--- src/rtl/simple_pkg.sv ---
// Shared types and encodings for the SIMPLE pipeline hazard logic.
package simple_pkg;
  localparam int REG_AW = 3;

  localparam logic [1:0] MEMOP_NONE  = 2'b00;
  localparam logic [1:0] MEMOP_STORE = 2'b01;
  localparam logic [1:0] MEMOP_LOAD  = 2'b10;

  localparam logic [1:0] FWD_REG   = 2'b00;
  localparam logic [1:0] FWD_EXMEM = 2'b01;
  localparam logic [1:0] FWD_MEMWB = 2'b10;

  typedef struct packed {
    logic              valid;
    logic              writereg;
    logic [REG_AW-1:0] regaddress;
    logic              is_load;
  } sb_entry_t;
endpackage

--- src/rtl/sat_counter.sv ---
// Saturating event counter: counts cycles with inc=1 and holds at all-ones.
module sat_counter #(
  parameter int CNT_W = 16
) (
  input  logic             clk,
  input  logic             reset,
  input  logic             inc,
  output logic [CNT_W-1:0] count
);
  always_ff @(posedge clk) begin
    if (reset)
      count <= '0;
    else if (inc && (count != '1))
      count <= count + 1'b1;
  end
endmodule

--- src/rtl/pipe_hazard_ctrl.sv ---
// Load-use stall, branch flush and EX operand forwarding control for the
// 5-stage SIMPLE pipeline, driven by a 3-entry writer scoreboard (EX/MEM/WB).
module pipe_hazard_ctrl #(
  parameter int REG_AW = simple_pkg::REG_AW,
  parameter int CNT_W  = 16
) (
  input  logic              clk,
  input  logic              reset,
  input  logic              id_valid,
  input  logic [REG_AW-1:0] id_rs_addr,
  input  logic              id_rs_used,
  input  logic [REG_AW-1:0] id_rt_addr,
  input  logic              id_rt_used,
  input  logic              id_writereg,
  input  logic [REG_AW-1:0] id_regaddress,
  input  logic [1:0]        id_memwrite,
  input  logic              ex_branch_taken,
  output logic              stall,
  output logic              flush,
  output logic              ex_bubble,
  output logic [1:0]        fwd_sel_a,
  output logic [1:0]        fwd_sel_b,
  output logic [CNT_W-1:0]  stall_count,
  output logic [CNT_W-1:0]  flush_count
);
  import simple_pkg::*;

  sb_entry_t sb_ex, sb_mem, sb_wb, id_entry;
  logic      accept;

  function automatic logic hit(input sb_entry_t e, input logic [REG_AW-1:0] src);
    return e.valid & e.writereg & (e.regaddress == src);
  endfunction

  // Nearest producer wins; a WB writer is already visible through the
  // write-through register file, so it selects the regfile path.
  function automatic logic [1:0] fwd(input logic used, input logic [REG_AW-1:0] src,
                                     input sb_entry_t ex, input sb_entry_t mem,
                                     input sb_entry_t wb);
    if (!used)          return FWD_REG;
    if (hit(ex, src))   return FWD_EXMEM;
    if (hit(mem, src))  return FWD_MEMWB;
    if (hit(wb, src))   return FWD_REG;
    return FWD_REG;
  endfunction

  always_comb begin
    flush = ex_branch_taken;
    stall = id_valid & ~flush & sb_ex.valid & sb_ex.is_load & sb_ex.writereg &
            ((id_rs_used & (sb_ex.regaddress == id_rs_addr)) |
             (id_rt_used & (sb_ex.regaddress == id_rt_addr)));
    ex_bubble = stall | flush;
    accept    = id_valid & ~stall & ~flush;

    id_entry.valid      = accept;
    id_entry.writereg   = id_writereg;
    id_entry.regaddress = id_regaddress;
    id_entry.is_load    = (id_memwrite == MEMOP_LOAD);
  end

  always_ff @(posedge clk) begin
    if (reset) begin
      sb_ex     <= '0;
      sb_mem    <= '0;
      sb_wb     <= '0;
      fwd_sel_a <= FWD_REG;
      fwd_sel_b <= FWD_REG;
    end else begin
      sb_wb  <= sb_mem;
      sb_mem <= sb_ex;
      sb_ex  <= id_entry;
      if (accept) begin
        fwd_sel_a <= fwd(id_rs_used, id_rs_addr, sb_ex, sb_mem, sb_wb);
        fwd_sel_b <= fwd(id_rt_used, id_rt_addr, sb_ex, sb_mem, sb_wb);
      end else begin
        fwd_sel_a <= FWD_REG;
        fwd_sel_b <= FWD_REG;
      end
    end
  end

  sat_counter #(.CNT_W(CNT_W)) u_stall_cnt (
    .clk(clk), .reset(reset), .inc(stall), .count(stall_count)
  );

  sat_counter #(.CNT_W(CNT_W)) u_flush_cnt (
    .clk(clk), .reset(reset), .inc(flush), .count(flush_count)
  );
endmodule

--- config.mk ---
export PLATFORM = sky130hd
export DESIGN_NAME = pipe_hazard_ctrl
export DESIGN_NICKNAME = d
export VERILOG_FILES = /design/src/rtl/simple_pkg.sv /design/src/rtl/sat_counter.sv /design/src/rtl/pipe_hazard_ctrl.sv
export SDC_FILE = /design/constraint.sdc
export NUM_CORES = 1
export LEC_CHECK = 0
export ABC_CLOCK_PERIOD_IN_PS = 3000
export CAP_MARGIN = 20
export CORE_AREA = 2 2 55 96
export CTS_BUF_LIST = sky130_fd_sc_hd__clkbuf_4 sky130_fd_sc_hd__clkbuf_8 sky130_fd_sc_hd__clkbuf_16
export DETAILED_ROUTE_END_ITERATION = 10
export DIE_AREA = 0 0 57 98
export PLACE_DENSITY = 0.78
export SYNTH_ARGS = -nofsm -noshare
export SYNTH_HDL_FRONTEND = slang
export SYNTH_HIERARCHICAL = 1
export SYNTH_SLANG_ARGS = --single-unit
export TNS_END_PERCENT = 5
--- constraint.sdc ---
create_clock -name clk -period 3 [get_ports clk]
set_input_delay 0.3 -clock clk [delete_from_list [all_inputs] [get_ports clk]]
set_output_delay 0.3 -clock clk [all_outputs]
set_load 0.1 [all_outputs]
==> results by stage, run 1 <==
Timing:
- Setup repair after global routing left no endpoint under its margin.
- The final setup violation count is 0.
- The final critical path time including I/O delays and setup is 2.324 ns.
- The transition time of the tightest slew-check pin is 0.9673 ns.
- The share of the cycle needed by the critical path after routing is 77.47%.
- The total negative slack for setup checks is 0 ns.
- The highest clock rate is 0.4303 GHz.
- The setup clock skew after layout is 0.005027 ns.
- The total count of max-transition violations in the final report is 0.
- The number of hold violations in the final report is 0.
- Headroom to the max-slew limit came out at 35.31%.

Yosys:
- The synthesized-area fraction occupied by ao, oa, aoi and oai cells is 13.49%.
- The parity-gate share of the synthesized area counting xor and xnor cells is 6.090%.
- The simple-gate share of the synthesized area is 33.55%.
- After synthesis, the largest family of logic cells by area is simple AND/OR/NAND/NOR gates.
- The adder and majority cell fraction of the synthesized area is 1.088%.
- During synthesis, Yosys emitted a total of 6 warnings.
- The number of distinct standard cells referenced by the synthesized netlist is 40.
- The netlist area before placement is 2301 sq um.
- Counting every net in the synthesized netlist gives 277.
- The mean instance size in the synthesized netlist is 8.953 sq um.
- Measured against the total synthesized area, the mux share comes to 1.849%.
- After synthesis the netlist holds a flip-flop and latch count of 47.
- Counting every instance in the synthesized netlist gives 257.
- The share of the Yosys chip area taken by registers is 40.89%.

Route:
- For this run, design rule violations remaining after detail routing come to 0.
- The final wirelength is 5.799 mm.
- The first detailed-routing pass ran for 4 iterations.
- The DRC violation total after the first TritonRoute iteration is 87.
- The average via count per standard cell is 6.084.
- The routed layout has 2245 vias.
- The mean routed wirelength per cell is 15.72 microns.
- The detail route stage leaves a number of antenna-violating nets equal to 0.

Die:
- 57 I/O pins were placed.
- The die is 57 microns wide.
- The site row count is 34.
- The die boundary height is 98 microns.
- The effective utilization at floorplan is 47.45%.
- The core region is 4850 sq um.
- The area of the die is 5586 sq um.

Worst setup path:
- The signal on the critical path passes through clkdlybuf4s50_1, xnor2_1, nand4_1, a211oi_4, buf_4, or2_1, buf_12.
- STA classifies the critical path startpoint as a primary input.
- On the critical path, the stage with the largest delay is an instance of sky130_fd_sc_hd__clkdlybuf4s50_1.
- The largest incremental delay on the critical path is 0.51 ns.
- The worst setup path is of the in2out kind.
- In this run the worst path has a maximum fanout of 11.
- The required time of the critical path is 2.70 ns.
- The worst setup path is captured at an output port.
- For the worst setup path, the data arrival time is 2.02 ns.

Clock tree:
- The clock tree from TritonCTS is built.
- The count of buffers added by post-CTS timing repair for setup is 0.
- In this run, post-CTS hold repair placed 0 buffers.
- The count of cells resized by post-cts repair is 0.
- The clock tree root driver cell is sky130_fd_sc_hd__clkbuf_8.
- The sink count of the clock tree is 47.
- The register clock-pin slew on the reported worst setup and hold paths is 0.09 ns.
- The number of buffers created by CTS is 5.
- The maximum level of the CTS H-tree is 2.
- The clock insertion delay at the later pin of the skew report is 0.29 ns.
- The maximum clock insertion buffer count is 2.

Global routing:
- The via count of the first global-routing pass came to 2055.
- The combined global-route utilization of all metal layers is 21.05%.
- Entering global routing, the biggest net connects 45 pins.
- The first global-routing pass estimated 9.377 mm of wire.
- The overall overflow remaining after global route is 0.
- The number of antenna violations at the first check in global routing is 0.

Hold path:
- The min-delay analysis places its worst path in the category reg2reg.

Placed design:
- The count of buffers added on input and output ports is 56.
- The congestion estimate from routability-driven global placement came to 0.9254.
- The detailed placement HPWL is 4.290 mm.

Power and ir drop:
- The areal power density over the cells is 393.7 nW/um^2.
- The analysis attributes to cell leakage a power of 1.059 nW.
- The largest vdd supply drop is 0.0003384 V.

Finish:
- The sequential cell area is 940.9 sq um.
- The count of antenna diodes in the layout is 0.
- Of the cells placed in the final design, the portion with a size suffix greater than 1 is 18.10%.
- The utilization after layout is 61.12%.
- The number of fill cells in the layout is 477.
- The area growth from synthesis to layout is 28.82%.
- The footprint of the multi-input gates is 1297 sq um.
- At the end of the flow, the number of nets in the layout was 334.

Run status:
- The run finished with clean final reports.

Job:
- Across the run, the number of max-cap violations was 0.
[cell usage in the layout, fill, tap and decap left out, drive strengths merged, types with 2 or more instances in the layout]
cell,count
o2111ai,2
nor4,8
mux2i,2
dfxtp,47
o41ai,2
mux2,2
clkbuf,8
ha,2
nor4bb,2
o21a,2
nand4,10
o21ai,8
nand2,15
or3,6
o311ai,2
nor2,15
nand3,15
nor3,10
o31ai,12
nor2b,13
xor2,4
buf,39
clkdlybuf4s50,21
a21oi,20
or4,14
and3,2
and4,6
nand3b,3
xnor2,12
inv,6
[cells by family (layout without fill, tap and decap cells)]
group / after synthesis / in the layout
compound gates: 49 / 49
xor+xnor: 16 / 16
fa+ha+maj: 2 / 2
buf+inv: 17 / 75
flops: 47 / 47
mux: 4 / 4
simple gates: 122 / 122
[report_power, final]
| group | internal, mW | switching, mW | total, mW |
|---|---|---|---|
| Clock | 0.220 | 0.203 | 0.423 |
| Combinational | 0.0451 | 0.0597 | 0.105 |
| Sequential | 0.632 | 0.00791 | 0.640 |
| Total | 0.896 | 0.271 | 1.17 |
[state kept, by name, summed over array words and instances (netlist names)]
register and flops:
fwd_sel_a 2, sb_ex 6, fwd_sel_b 2, sb_mem 5, u_stall_cnt/count 16, u_flush_cnt/count 16
[path summary, 6_finish.rpt]
| check | startpoint | to | cells after the start | slack (ns) |
|---|---|---|---|---|
| max | id_rt_addr[1] | ex_bubble | 7 | 0.68 |
| min | sb_mem[4]$_SDFF_PP0_ | fwd_sel_a[1]$_SDFF_PP0_ | 2 | 0.47 |
| max reg2reg | sb_ex[1]$_SDFF_PP0_ | u_stall_cnt/count[6]$_SDFFE_PP0P_ | 8 | 0.82 |
| min reg2reg | sb_mem[4]$_SDFF_PP0_ | fwd_sel_a[1]$_SDFF_PP0_ | 2 | 0.47 |
[worst max-delay path, delay by kind of cell]
family / cells / cell delay (ns)
AO/OA/AOI/OAI: 1 / 0.28
buffers and inverters: 3 / 0.90
AND/OR/NAND/NOR: 2 / 0.37
XOR/XNOR: 1 / 0.16
[per-stage QoR]
step	hold WS, ns	instances	power, mW	setup WS, ns	area (sq um)
2_1_floorplan	0.3758	257	0.7157	0.09033	2308
3_3_place_gp	0.4604	361	0.7575	0.4741	2860
3_5_place_dp	0.4688	361	0.7600	0.4074	2860
4_1_cts	0.4782	369	1.182	0.6536	2964
5_1_grt	0.4867	369	1.215	0.5241	2964
6_report	0.4680	369	1.167	0.6759	2964
[area by class of cell]
| cell class | count | area share (%) |
|---|---|---|
| Tap cell | 54 | 2.279 |
| Sequential cell | 47 | 31.74 |
| Multi-Input combinational cell | 193 | 43.77 |
| Clock buffer | 8 | 3.504 |
| Inverter | 7 | 0.8865 |
| Timing Repair Buffer | 60 | 17.81 |
[routing by layer]
layer / global-route usage (%) / up-vias / share of wire [%]
met4: 8.945 / 0 / 1.6
li1: - / 1074 / -
met2: 39.52 / 81 / 57
met1: 22.19 / 1080 / 37
met5: 0 / - / 0
met3: 3.444 / 10 / 4.8
[cells in the mapped netlist]
master / instances / area (sq um)
sky130_fd_sc_hd__a21oi_1: 20 / 100.1
sky130_fd_sc_hd__nand3_1: 15 / 75.07
sky130_fd_sc_hd__mux2i_1: 2 / 20.02
sky130_fd_sc_hd__o31ai_1: 12 / 90.09
sky130_fd_sc_hd__or2_1: 1 / 6.260
sky130_fd_sc_hd__nor3b_1: 1 / 7.510
sky130_fd_sc_hd__clkinv_1: 1 / 3.750
sky130_fd_sc_hd__nor2b_1: 12 / 75.07
sky130_fd_sc_hd__ha_1: 2 / 25.02
sky130_fd_sc_hd__or4_1: 14 / 105.1
sky130_fd_sc_hd__nor4_1: 6 / 37.54
sky130_fd_sc_hd__nor2_1: 15 / 56.30
sky130_fd_sc_hd__clkbuf_1: 5 / 18.77
sky130_fd_sc_hd__inv_1: 6 / 22.52
sky130_fd_sc_hd__and4_1: 6 / 52.55
sky130_fd_sc_hd__nor3_1: 10 / 50.05
sky130_fd_sc_hd__or3b_1: 1 / 8.760
sky130_fd_sc_hd__and3_1: 2 / 12.51
sky130_fd_sc_hd__o2111ai_1: 2 / 17.52
sky130_fd_sc_hd__nor2b_2: 1 / 8.760
sky130_fd_sc_hd__mux2_2: 2 / 22.52
sky130_fd_sc_hd__buf_2: 2 / 10.01
sky130_fd_sc_hd__buf_4: 1 / 7.510
sky130_fd_sc_hd__nor4bb_1: 2 / 20.02
sky130_fd_sc_hd__nand3b_1: 3 / 22.52
sky130_fd_sc_hd__nand2_2: 2 / 12.51
sky130_fd_sc_hd__or3_1: 6 / 37.54
sky130_fd_sc_hd__o21a_1: 2 / 15.01
sky130_fd_sc_hd__nor4_4: 2 / 42.54
sky130_fd_sc_hd__nand4_1: 8 / 50.05
sky130_fd_sc_hd__a211oi_2: 1 / 12.51
sky130_fd_sc_hd__buf_1: 2 / 7.510
sky130_fd_sc_hd__xnor2_1: 12 / 105.1
sky130_fd_sc_hd__nand4_4: 2 / 42.54
sky130_fd_sc_hd__dfxtp_1: 47 / 940.9
sky130_fd_sc_hd__o41ai_1: 2 / 17.52
sky130_fd_sc_hd__o21ai_0: 8 / 40.04
sky130_fd_sc_hd__o311ai_0: 2 / 17.52
sky130_fd_sc_hd__nand2_1: 13 / 48.80
sky130_fd_sc_hd__xor2_1: 4 / 35.03
No activity file was read; power rests on OpenSTA's default activity.
==> run 2: changes to the inputs <==
ABC_CLOCK_PERIOD_IN_PS = 1890   (was 3000)
CORE_AREA = 2 2 58 101   (was 2 2 55 96)
DIE_AREA = 0 0 60 103   (was 0 0 57 98)
PLACE_DENSITY = 0.74   (was 0.78)
clock period = 1.89 ns   (was 3 ns; I/O delays follow)
==> results by stage, run 2 (synthesis results as in run 1) <==
Run status:
- The run finished, with violations left.
- The final reports fail on negative setup slack.

Hold path:
- The type of the most critical hold path is in2reg.
- Counting instances, the worst hold path has a depth of 2.
- The startpoint of the lowest-slack hold path is id_regaddress[2].
- The path with the worst hold slack has its endpoint at sb_ex[3]$_SDFF_PP0_.

Worst setup path:
- The number of cells on the worst reg-to-reg path is 7.
- The worst reg2reg path endpoint is u_stall_cnt/count[6]$_SDFFE_PP0P_.
- Of all nets on the critical path, the largest fanout is 4.
- The worst setup path is captured at an output port.
- The kind of launch point of the worst setup path is a register.
- The required time of the critical path is 1.70 ns.
- The setup slack of the most critical reg-to-reg path is -0.08 ns.
- In this run the critical register-to-register path is launched from sb_ex[3]$_SDFF_PP0_.
- The data arrival time at the worst-slack endpoint is 1.82 ns.
- The type of the worst setup path is reg2out.

Timing:
- After layout, the worst path uses 106.6% of the clock period.
- The final setup violation count is 13.
- The number of hold violations in the final report is 0.
- Setup repair after global routing could not meet its margin everywhere.
- For this run, the top clock speed supported by timing is 0.4965 GHz.
- At the pin with the least slew margin, the transition time is 0.6195 ns.
- Clock skew on the completed layout was measured at 0.003870 ns.
- After layout, the worst setup slack is -0.1240 ns.
- The total count of max-transition violations in the final report came to 0.
- In this run the tightest slew margin relative to its limit is 58.16%.
- After layout, the minimum clock period comes to 2.014 ns.

Power and ir drop:
- For this design the ratio of total power to cell area is 551.1 nW/um^2.
- The largest vdd supply drop is 0.0005366 V.
- The leakage power summed over all cells is 1.300 nW.
- The total power after layout is 1.861 mW.

Clock tree:
- The maximum level of the CTS H-tree is 2.
- The register clock-pin slew on the reported worst setup and hold paths is 0.08 ns.
- The count of hold-fix buffers inserted at cts is 0.
- The clock tree root driver cell is sky130_fd_sc_hd__clkbuf_8.
- The clock net in this run drives a total of 47 sinks.
- The maximum clock insertion buffer count is 2.
- In this run, CTS created clock tree buffers numbering 5.
- The clock insertion delay at the later pin of the skew report is 0.30 ns.
- TritonCTS built the clock tree.

Global routing:
- The combined global-route utilization of all metal layers is 21.58%.
- The number of antenna violations at the first check in global routing was 0.
- The first global-routing pass estimated 10.29 mm of wire.
- The overall overflow remaining after global route is 0.
- Entering global routing, the biggest net connects 27 pins.
- The via count of the first global-routing pass is 2289.

Die:
- The area of the die is 6180 sq um.
- The die is 60 microns wide.
- Pin placement for this block handled 57 I/O pins.
- The die boundary height is 103 microns.
- After floorplanning, the core was sized to cover 5450 sq um.
- The site row count is 36.
- The effective utilization at floorplan is 42.22%.

Finish:
- Of the cells placed in the final design, the portion with a size suffix greater than 1 is 33.71%.
- The most frequent standard cell in the layout excluding fill and tap cells is sky130_fd_sc_hd__buf_4.
- The count of antenna diodes in the layout is 0.
- In the final layout, the registers with the most flip-flops are u_flush_cnt/count: 16 flops, u_stall_cnt/count: 16 flops, sb_ex: 6 flops.
- The count of placed standard cells in the final layout, fillers left out is 426.
- Leaving out fill and tap cells, the most frequent cells in the layout are 72 x sky130_fd_sc_hd__buf_4, 44 x sky130_fd_sc_hd__dfxtp_1, 17 x sky130_fd_sc_hd__a21oi_1.
- Relative to the synthesized area, the layout overhead comes to 46.76%.
- The final-stage net count is 369.

Placed design:
- The detailed placement HPWL is 4.741 mm.
- The congestion estimate from routability-driven global placement came to 0.9228.
- In this run, placement finished with an instance count of 414.
- The post-place setup slack is -0.5423 ns.
- The number of I/O port buffers is 56.

Route:
- The routed design has 6.345 mm of wire.
- The DRC violations left is 0.
- The detail route stage leaves a number of antenna-violating nets equal to 0.
- The total iterations of the first detailed-routing run is 4.
- The detailed-route via count is 2360.
- In the routed layout, each cell is associated on average with a via count of 5.540.
- The mean routed wirelength per cell is 14.89 microns.
- The DRC violation total after the first TritonRoute iteration is 94.

Job:
- Max-cap violations in this run came to 0.
[run 2: worst max-delay path by stage]
stage / slack (ns) / cells past startpoint / from / end
2_1_floorplan: -0.86 / 6 / sb_ex[1]$_SDFF_PP0_ / u_stall_cnt/count[11]$_SDFFE_PP0P_
3_3_place_gp: -0.45 / 8 / id_rs_addr[1] / u_stall_cnt/count[3]$_SDFFE_PP0P_
3_5_place_dp: -0.54 / 8 / id_rs_addr[2] / u_stall_cnt/count[3]$_SDFFE_PP0P_
4_1_cts: -0.09 / 6 / sb_ex[1]$_SDFF_PP0_ / ex_bubble
5_1_grt: -0.21 / 6 / sb_ex[1]$_SDFF_PP0_ / ex_bubble
6_report: -0.12 / 6 / sb_ex[3]$_SDFF_PP0_ / ex_bubble
[run 2: repair_timing]
action | CTS | global route
hold endpoints to repair | 0 | 0
resized for setup | 14 | 13
setup endpoints to repair | 14 | 17
buffers inserted | 4 | 0
pin swaps | 12 | 2
[run 2: cell type report]
cell class / count / area [sq um]
clock buffers: 7 / 90.09
clock inverters: 1 / 5.005
fillers: 489 / 2073
inverters: 7 / 26.28
multi-input cells: 193 / 1403
flip-flops and latches: 47 / 952.2
well taps: 76 / 95.09
repair buffers: 95 / 805.8
[run 2: power breakdown]
part / internal, mW / switching, mW
sequential: 1.00 / 0.0143
clock: 0.310 / 0.340
combinational: 0.0912 / 0.104
[run 2: worst max-delay path, cell delays in order, from the launching register on]
cell and delay [ns]:
sky130_fd_sc_hd__dfxtp_4 0.37, sky130_fd_sc_hd__xnor2_2 0.15, sky130_fd_sc_hd__nand4_1 0.20, sky130_fd_sc_hd__a211oi_4 0.37, sky130_fd_sc_hd__buf_6 0.16, sky130_fd_sc_hd__or2_4 0.12
sky130_fd_sc_hd__buf_12 0.16
[run 2: through the flow]
step                      util [%]  cell area [sq um]  hold slack [ns]  setup TNS, ns
final                        61.96               3377           0.4237        -0.8000
after global routing         61.96               3377           0.4410         -2.436
after CTS                    61.02               3326           0.4177        -0.5183
after detailed placement     57.97               3159           0.4682         -6.490
after global placement       57.97               3159           0.4466         -5.277
after floorplan                  -               2355           0.2648         -18.73
[run 2: routing by layer]
metal / GRT usage (%) / vias to the layer above / routed length [microns]
met2: 42.31 / 67 / 3665
met3: 3.639 / 11 / 263
met1: 21.47 / 1139 / 2275
met4: 8.034 / 0 / 140
li1: - / 1143 / -
met5: 0 / - / 0
